`src/rtl/vga_timing_pkg.sv`:
```
// Shared 800x600 @ 72 Hz VGA timing constants for the tank game display path.
// The pixel-coordinate stage downstream reuses H_ACTIVE/V_ACTIVE from here.
package vga_timing_pkg;

  localparam int unsigned H_ACTIVE = 800;
  localparam int unsigned H_FP     = 56;
  localparam int unsigned H_SYNC   = 120;
  localparam int unsigned H_BP     = 64;
  localparam int unsigned V_ACTIVE = 600;
  localparam int unsigned V_FP     = 37;
  localparam int unsigned V_SYNC   = 6;
  localparam int unsigned V_BP     = 23;

  localparam int unsigned H_TOTAL  = H_ACTIVE + H_FP + H_SYNC + H_BP;
  localparam int unsigned V_TOTAL  = V_ACTIVE + V_FP + V_SYNC + V_BP;

  localparam int unsigned HC_W     = 11;
  localparam int unsigned VC_W     = 10;

endpackage

```
`src/rtl/game_dst_sync_cnt.sv`:
```
// Generic wrap counter: counts 0..TOTAL-1 while enabled, o_tc flags the last count.
module sync_cnt #(
  parameter int unsigned W     = 11,
  parameter int unsigned TOTAL = 1040
) (
  input  logic         i_clk,
  input  logic         i_rst_n,
  input  logic         i_en,
  output logic [W-1:0] o_cnt,
  output logic         o_tc
);

  localparam logic [W-1:0] LAST = W'(TOTAL - 1);

  logic [W-1:0] r_cnt;

  always_ff @(posedge i_clk or negedge i_rst_n) begin
    if (!i_rst_n) begin
      r_cnt <= '0;
    end else if (i_en) begin
      r_cnt <= (r_cnt == LAST) ? '0 : r_cnt + W'(1);
    end
  end

  assign o_tc  = (r_cnt == LAST);
  assign o_cnt = r_cnt;

endmodule

```
`src/rtl/game_dst.sv`:
```
// VGA sync timing generator: line/frame counters plus registered decode of
// active enables, sync pulses and the once-per-frame tick/counter.
module game_dst
  import vga_timing_pkg::*;
#(
  parameter int unsigned H_ACTIVE = vga_timing_pkg::H_ACTIVE,
  parameter int unsigned H_FP     = vga_timing_pkg::H_FP,
  parameter int unsigned H_SYNC   = vga_timing_pkg::H_SYNC,
  parameter int unsigned H_BP     = vga_timing_pkg::H_BP,
  parameter int unsigned V_ACTIVE = vga_timing_pkg::V_ACTIVE,
  parameter int unsigned V_FP     = vga_timing_pkg::V_FP,
  parameter int unsigned V_SYNC   = vga_timing_pkg::V_SYNC,
  parameter int unsigned V_BP     = vga_timing_pkg::V_BP,
  parameter logic        HS_POL   = 1'b1,
  parameter logic        VS_POL   = 1'b1
) (
  input  logic        pclk,
  input  logic        rstn,
  output logic        hen,
  output logic        ven,
  output logic        hs,
  output logic        vs,
  output logic        frame_tick,
  output logic [15:0] frame_cnt
);

  localparam int unsigned H_TOT = H_ACTIVE + H_FP + H_SYNC + H_BP;
  localparam int unsigned V_TOT = V_ACTIVE + V_FP + V_SYNC + V_BP;

  // Region boundaries as counter-width constants so every compare is unsigned.
  localparam logic [HC_W-1:0] HEN_END = HC_W'(H_ACTIVE);
  localparam logic [HC_W-1:0] HS_BEG  = HC_W'(H_ACTIVE + H_FP);
  localparam logic [HC_W-1:0] HS_END  = HC_W'(H_ACTIVE + H_FP + H_SYNC);
  localparam logic [VC_W-1:0] VEN_END = VC_W'(V_ACTIVE);
  localparam logic [VC_W-1:0] VS_BEG  = VC_W'(V_ACTIVE + V_FP);
  localparam logic [VC_W-1:0] VS_END  = VC_W'(V_ACTIVE + V_FP + V_SYNC);

  logic [HC_W-1:0] w_hcnt;
  logic [VC_W-1:0] w_vcnt;
  logic            w_h_tc;
  logic            w_v_tc;

  sync_cnt #(
    .W     (HC_W),
    .TOTAL (H_TOT)
  ) u_hcnt (
    .i_clk   (pclk),
    .i_rst_n (rstn),
    .i_en    (1'b1),
    .o_cnt   (w_hcnt),
    .o_tc    (w_h_tc)
  );

  sync_cnt #(
    .W     (VC_W),
    .TOTAL (V_TOT)
  ) u_vcnt (
    .i_clk   (pclk),
    .i_rst_n (rstn),
    .i_en    (w_h_tc),
    .o_cnt   (w_vcnt),
    .o_tc    (w_v_tc)
  );

  logic w_hen_d;
  logic w_ven_d;
  logic w_hs_d;
  logic w_vs_d;
  logic w_tick_d;

  // vs is decoded from vcnt alone, so it only moves on the line wrap.
  assign w_hen_d  = (w_hcnt < HEN_END);
  assign w_ven_d  = (w_vcnt < VEN_END);
  assign w_hs_d   = (w_hcnt >= HS_BEG) && (w_hcnt < HS_END);
  assign w_vs_d   = (w_vcnt >= VS_BEG) && (w_vcnt < VS_END);
  assign w_tick_d = (w_vcnt == VEN_END) && (w_hcnt == '0);

  logic        r_hen;
  logic        r_ven;
  logic        r_hs;
  logic        r_vs;
  logic        r_tick;
  logic [15:0] r_frame_cnt;

  always_ff @(posedge pclk or negedge rstn) begin
    if (!rstn) begin
      r_hen       <= 1'b0;
      r_ven       <= 1'b0;
      r_hs        <= ~HS_POL;
      r_vs        <= ~VS_POL;
      r_tick      <= 1'b0;
      r_frame_cnt <= '0;
    end else begin
      r_hen  <= w_hen_d;
      r_ven  <= w_ven_d;
      r_hs   <= w_hs_d ? HS_POL : ~HS_POL;
      r_vs   <= w_vs_d ? VS_POL : ~VS_POL;
      r_tick <= w_tick_d;
      if (w_tick_d) begin
        r_frame_cnt <= r_frame_cnt + 16'd1;
      end
    end
  end

  assign hen        = r_hen;
  assign ven        = r_ven;
  assign hs         = r_hs;
  assign vs         = r_vs;
  assign frame_tick = r_tick;
  assign frame_cnt  = r_frame_cnt;

endmodule

```
`config.mk`:
```
export PLATFORM = sky130hd
export DESIGN_NAME = game_dst
export DESIGN_NICKNAME = d
export VERILOG_FILES = /design/src/rtl/vga_timing_pkg.sv /design/src/rtl/game_dst_sync_cnt.sv /design/src/rtl/game_dst.sv
export SDC_FILE = /design/constraint.sdc
export NUM_CORES = 1
export LEC_CHECK = 0
export ABC_AREA = 0
export CORE_MARGIN = 2
export CORE_UTILIZATION = 35
export CTS_CLUSTER_DIAMETER = 40
export DETAILED_ROUTE_END_ITERATION = 7
export MAX_ROUTING_LAYER = met4
export PLACE_DENSITY_LB_ADDON = 0.2
export SYNTH_ARGS = -nofsm -noshare
export SYNTH_HDL_FRONTEND = slang
export SYNTH_SLANG_ARGS = --single-unit
```
`constraint.sdc`:
```
create_clock -name pclk -period 2.8 [get_ports pclk]
set_input_delay 0.42 -clock pclk [delete_from_list [all_inputs] [get_ports pclk]]
set_output_delay 0.42 -clock pclk [all_outputs]
set_load 0.05 [all_outputs]
```
* Yosys cells after proc, flatten, opt, wreduce, memory -nomap -nowiden *
Index checks and enable logic that the tools add are counted.

storage, ports and cells
  output and inout port bits = 21
  flip-flop bits (word level) = 42
  input bits = 2

operators by class
  equal/unequal tests = 3
  $add $sub $neg = 3
  muxes and demuxes = 4
  reduce and logical (&&, ||, !) cells = 4
  magnitude comparators = 6

operator list
  kind                     number
  $lt A11 B10 Y1 const B   2
  $eq A10 B10 Y1 const B   2
  $lt A10 B10 Y1 const B   2
  $add A16 B1 Y16 const B  1
  $add A11 B1 Y11 const B  1
  $eq A11 B11 Y1 const B   1
  $ge A11 B10 Y1 const B   1
  $logic_not A11 Y1        1
  $mux W11                 1
  $add A10 B1 Y10 const B  1
  $ge A10 B10 Y1 const B   1
  $mux W10                 1
  $logic_and A1 B1 Y1      3
  $mux W1                  2

* Depth between registers and ports, before layout *
Gate-level depths: netlist (run 1).

  depth in word-level cells = 3
  mapped depth = 6

* Modules after synthesis *
From an unflattened synthesis (run 1), not the netlist that was laid out.

unflattened totals
  cell total of the unflattened synthesis = 206
  area, all modules = 2197.1 um^2

by module, submodules not included
  module              area an instance (um^2)  times used  seq. area each (um^2)  cells an instance
  game_dst            1077.3                   1           525.5                  100
  sync_cnt at u_hcnt  561.8                    1           275.3                  53
  sync_cnt at u_vcnt  558.0                    1           250.2                  53

* Worst setup path after synthesis (run 1) *
Ideal clock, no wire load.

  path kind = flip-flop to flip-flop
  from = reg r_frame_cnt[0] (netlist: frame_cnt[0])
  to = reg r_frame_cnt[12] (netlist: frame_cnt[12])
  path buffers = 0
  stages on the path, launching flop included = 6
  library setup time = 145 ps
  setup slack = 840 ps
  period minus slack after synthesis = 1960 ps
  data arrival time = 1815 ps
  required time = 2655 ps
  path through = dfrtp_1 > ha_1 > nand3_1 > or3_1 > nor4_1 > xor2_1

between the ends
  longest elaborated chain between the ends = 1

ends and longest elaborated chain
  what                    line             source
  start, declared         game_dst.sv:83   logic [15:0] r_frame_cnt;
  start signal, assigned  game_dst.sv:100  r_frame_cnt <= r_frame_cnt + 16'd1;
  $add A16 B1 Y16         game_dst.sv:100

Every way passes these cells.
A chain may end at the register's enable or synchronous reset.

* Worst setup path after layout (run 1) *
  from = reg u_hcnt.r_cnt[4] (netlist: u_hcnt.o_cnt[4])
  to = reg r_frame_cnt[1] (netlist: frame_cnt[1])

between the ends
  longest elaborated chain between the ends = 2

ends and longest elaborated chain
  what                    line                     source
  start, declared         game_dst_sync_cnt.sv:15  logic [W-1:0] r_cnt;
  start signal, assigned  game_dst_sync_cnt.sv:21  r_cnt <= (r_cnt == LAST) ? '0 : r_cnt + W'(1);
  $logic_not A11 Y1       game_dst.sv:76           assign w_tick_d = (w_vcnt == VEN_END) && (w_hcnt == '0);
  $logic_and A1 B1 Y1     game_dst.sv:76
  via w_tick_d            game_dst.sv:69           logic w_tick_d;

The timed path passes the listed nets, and every way through them passes these cells.

==> out/metrics.yaml, run 1 <==
outcome: "finished, final reports clean"
cts_num_sinks: 42
worst_skew_pair.late_latency_ns: 0.30
rr_endpoint: "frame_cnt[1]"
netlist.area_leader.share: 0.494
synth_edf_count: 0
min_period_over_period: 0.716
synth_area_per_cell_sq_um: 10.8
fmax_mhz: 499
ff2ff_path_depth: 4
post_cts_resize_count: 0
critPathKind: "reg2reg"
synth_area_sq_um: 2130
drv_cap: 0
cts_buffer_depth: 2
vias_per_cell: 5.00
grt_start_max_net_pins: 43
synthesis.nets: 206
synthFlopType: "dfrtp_1"
clock-root-buffer: "clkbuf_8"
rows: 28
p_leak_nw: 1.15
route.detailed.drc: 0
required_ns: 2.98
io_pins: 23
antenna_found_initial: 0
core_area_sq_um: 5890
drt_first_pass_iters: 4
r2r-start: "u_hcnt.o_cnt[4]"
overflow: 0
nNetsFinal: 230
cts_tree: "done"
place.gp.congestion: 0.745
grtUsageTotal: 0.137
die_w_microns: 81.9
post-cts-setup-buffers: 0
synth_top_cell_by_area: "dfrtp_1"
drive_above_1_share: 0.0991
slew_violations: 0
powerDensity_nw_per_um2: 432
final_antenna_net_count: 0
hold_violations: 0
dpl_cell_area_sq_um: 2410
io_buffers: 22
fin_ws_ns: 0.794
start_util: 0.361
startpoint: "u_hcnt.o_cnt[4]"
yosysUniqueCellTypes: 35
placedCellCount: 289
fin_cells: 297
dp_slack_ns: 0.797
rsz0062_at_grt: "false"
cp-end-kind: "flip-flop"
holdBufCountCts: 0
setup.worst_path.end: "frame_cnt[1]"
r2r_setup_slack_ns: 0.79
yosys_warnings: 0
htreeDepth: 2
fin_crit_ns: 2.01
synth_area_leaders: "dfrtp_1 49%, xor2_1 8.2%, ha_1 4.1%"
tightest_slew_ns: 0.945
dp_hpwl_mm: 2.61
cts_made_buffers: 5
slew_headroom: 0.370
final_area_sq_um: 2520
ys_seq_elements: 42
finalClockSkew_ns: 0.0103
finalSetupTns_ns: 0
syn2layout_area_growth_pct: 18.7
die_y_microns: 81.9
nFillCells: 563
grt_pass1_wl_mm: 6.73
finalSetupViolations: 0
cp.arrival_ns: 2.19
dieArea_sq_um: 6710
ir_drop_v: 0.000224
fin_hold_ws_ns: 0.272
cp-start-kind: "flip-flop"
vias: 1486
first_iter_violations: 88
wl_mm: 3.87
synthCells: 197
grt_pass1_vias: 1400
crit_fanout: 15
yosysSeqAreaShare: 0.494
hold_class: "in2async"
clk_pin_slew_ns: 0.08
wl_per_cell_microns: 13.0
diodes: 0
async_flop_share: 1.00
==> cell families (layout without fill, tap and decap cells) <==
group / Yosys count / in the layout / synth area share
AND/OR/NAND/NOR: 83 / 83 / 0.251
adder cells (fa/ha/maj): 7 / 7 / 0.0412
flip-flops: 42 / 42 / 0.494
multiplexers: 1 / 1 / 0.00530
AO/OA/AOI/OAI: 20 / 20 / 0.0618
buffers and inverters: 17 / 42 / 0.0347
XOR/XNOR: 27 / 27 / 0.111
==> synthesized netlist by cell type (3+ instances only) <==
cell and count:
xnor2_1 7, nand4_1 5, nor4_2 5, nand3_1 13, xor2_1 20, a21oi_1 3, nand2_1 12, a22o_1 3
and3_1 6, dfrtp_1 42, nor3_1 9, nor2_1 11, clkbuf_1 4, ha_1 7, o21ai_0 6, inv_1 10
and4_1 5, nor2b_1 3, a31oi_1 4, nor4_1 4
==> placed cells by master, fill, tap and decap left out, types with 6 or more instances in the layout <==
master,n
and3_1,6
nor3_1,9
nand2_1,12
clkdlybuf4s50_1,21
nand3_1,13
inv_1,10
xor2_1,20
dfrtp_1,42
xnor2_1,7
ha_1,7
o21ai_0,6
nor2_1,11
==> worst max-delay path, stage by stage (launching register included) <==
cell	delay (ns)
dfrtp_1	0.43
or3_4	0.41
nand4bb_4	0.41
nor2_1	0.29
mux2_2	0.36
==> per-stage QoR <==
stage                     utilization  total power, mW
after global routing            0.429             1.14
final                           0.429             1.09
after global placement          0.410            0.631
after detailed placement        0.410            0.631
after floorplan                     -            0.618
after CTS                       0.429             1.11
==> report_power, final <==
| part | switching [mW] | leakage [nW] | internal (mW) |
|---|---|---|---|
| registers | 0 | 0.562 | 0.606 |
| clock network | 0.208 | 0.0579 | 0.262 |
| logic | 0.0115 | 0.535 | 0.000506 |
| total | 0.220 | 1.15 | 0.869 |
==> registers in the layout, summed over array words and instances, names as in the netlist <==
register and count:
frame_cnt 16, vs 1, frame_tick 1, u_hcnt.o_cnt 11, hs 1, hen 1, ven 1, u_vcnt.o_cnt 10
==> final cells by class <==
cell class,count,area [sq um],area share
Sequential cell,42,1050,0.417
Inverter,10,37.5,0.0149
Multi-Input combinational cell,138,1000,0.397
Timing Repair Buffer,24,230,0.0913
Tap cell,75,93.8,0.0372
Clock buffer,5,68.8,0.0273
Clock inverter,3,40.0,0.0159
==> worst min-delay path by stage <==
stage,start,endpoint,slack (ns)
3_5_place_dp,frame_cnt[15],frame_cnt[15],0.46
6_report,rstn,u_hcnt.o_cnt[6],0.27
2_1_floorplan,rstn,frame_cnt[0],0.12
5_1_grt,rstn,frame_cnt[4],0.35
4_1_cts,rstn,frame_cnt[4],0.30
3_3_place_gp,frame_cnt[15],frame_cnt[15],0.46
==> per-layer routing <==
layer,share of wire,vias up,wire [microns],GRT usage
li1,-,743,-,-
met4,0.020,0,76,0.0600
met5,0,-,0,-
met3,0.034,6,133,0.0374
met1,0.47,715,1810,0.179
met2,0.48,22,1850,0.200
Note: power is estimated with default switching activity, not from simulation.
==> inputs of run 2 (changes only) <==
- clock period: 2.8 -> 1.85 ns (I/O delays scaled with it)
==> out/metrics.yaml, run 2 (synthesized netlist as in run 1, its figures left out) <==
outcome: "finished, final reports clean"
dp_hpwl_mm: 3.09
nFillCells: 562
grt_pass1_wl_mm: 7.30
drt_first_pass_iters: 4
hold_violations: 0
dieArea_sq_um: 6710
drive_above_1_share: 0.207
crit_chain: "or3_4, nand4bb_4, buf_4, nor4_2, xor2_1"
hp-start: "frame_cnt[15]"
critPathMaxStageDelay_ns: 0.39
r2r-start: "u_hcnt.o_cnt[4]"
cp-end-kind: "flip-flop"
wl_mm: 4.17
finalSetupViolations: 0
die_w_microns: 81.9
tightest_slew_ns: 0.548
required_ns: 2.07
grtUsageTotal: 0.146
slew_headroom: 0.629
nNetsFinal: 254
die_y_microns: 81.9
fin_crit_ns: 1.79
p_leak_nw: 1.44
overflow: 0
ff2ff_path_depth: 5
mostFrequentLayoutCell: "dfrtp_1"
largest_reg_flops: 16
grt_pass1_vias: 1545
fmax_mhz: 560
rsz0062_at_grt: "true"
powerDensity_nw_per_um2: 661
core_area_sq_um: 5890
htreeDepth: 2
finalClockSkew_ns: 0.0102
vias: 1593
hold_class: "reg2reg"
cts_buffer_depth: 2
slew_violations: 0
cts_num_sinks: 42
antenna_found_initial: 0
vias_per_cell: 4.96
cp.arrival_ns: 2.01
fin_hold_ws_ns: 0.468
fin_ws_ns: 0.0637
final_antenna_net_count: 0
worst_skew_pair.late_latency_ns: 0.29
drv_cap: 0
rows: 28
clock-root-buffer: "clkbuf_8"
start_util: 0.361
whs_path_depth: 1
cts_made_buffers: 5
critPathKind: "reg2reg"
finalSetupTns_ns: 0
cp-start-kind: "flip-flop"
crit_slowest_cell: "or3_4"
route.detailed.drc: 0
diodes: 0
layout_common_cells: "40 x dfrtp_1, 27 x buf_4, 20 x xor2_1"
r2r_setup_slack_ns: 0.06
postLayoutCoreUtil: 0.472
first_iter_violations: 95
wl_per_cell_microns: 13.0
min_period_over_period: 0.966
crit_fanout: 8
ir_drop_v: 0.000307
rr_endpoint: "frame_cnt[15]"
io_buffers: 22
placedCellCount: 310
syn2layout_area_growth_pct: 30.7
grt_start_max_net_pins: 23
cts_tree: "done"
io_pins: 23
fin_cells: 321
dp_slack_ns: 0.0480
hold_end: "frame_cnt[15]"
clk_pin_slew_ns: 0.09
place.gp.congestion: 0.814
[run 2: worst max path at each step]
stage                     slack (ns)            start       endpoint  cells after the start
final                           0.06  u_hcnt.o_cnt[4]  frame_cnt[15]                      5
after global routing           -0.02  u_hcnt.o_cnt[4]   frame_cnt[9]                      5
after CTS                      0.006    frame_cnt[11]  frame_cnt[11]                      1
after detailed placement        0.05  u_hcnt.o_cnt[4]   frame_cnt[9]                      5
after global placement          0.08  u_hcnt.o_cnt[4]   frame_cnt[6]                      5
after floorplan                 0.06     frame_cnt[2]  frame_cnt[12]                      4
[run 2: critical path, delay by kind of cell (launching register included)]
kind | cells | cell delay (ns)
buffers and inverters | 1 | 0.20
AND/OR/NAND/NOR | 3 | 0.97
XOR/XNOR | 1 | 0.17
flip-flops | 1 | 0.38
[run 2: layout make-up]
cell class                      instances  area [sq um]  area share
Clock buffer                            6          82.6      0.0297
Clock inverter                          2          60.1      0.0216
Inverter                               10          37.5      0.0135
Multi-Input combinational cell        138          1020       0.366
Sequential cell                        42          1050       0.379
Tap cell                               75          93.8      0.0338
Timing Repair Buffer                   48           435       0.157
[run 2: metal layers]
layer  up-vias  track usage  wire length [microns]
met1       770        0.190                   2020
met3         5       0.0330                    123
met4         0       0.0550                     68
met5         -            -                      0
met2        21        0.222                   1960
li1        797            -                      -
[run 2: what timing repair did]
action,CTS,global route
endpoints found under the setup margin,0,15
hold endpoints to repair,20,0
setup buffers,0,2
gates resized for setup,0,9
hold buffers,1,0
[run 2: report_power, final]
part	switching [mW]	internal, mW
registers	0	0.917
clock network	0.320	0.576
logic	0.0183	0.00488
[run 2: through the flow]
| step | total power [mW] | cell area (sq um) |
|---|---|---|
| after CTS | 1.86 | 2720 |
| after global placement | 0.959 | 2570 |
| after global routing | 1.91 | 2780 |
| final | 1.84 | 2780 |
| after detailed placement | 0.960 | 2570 |
| after floorplan | 0.936 | 2130 |
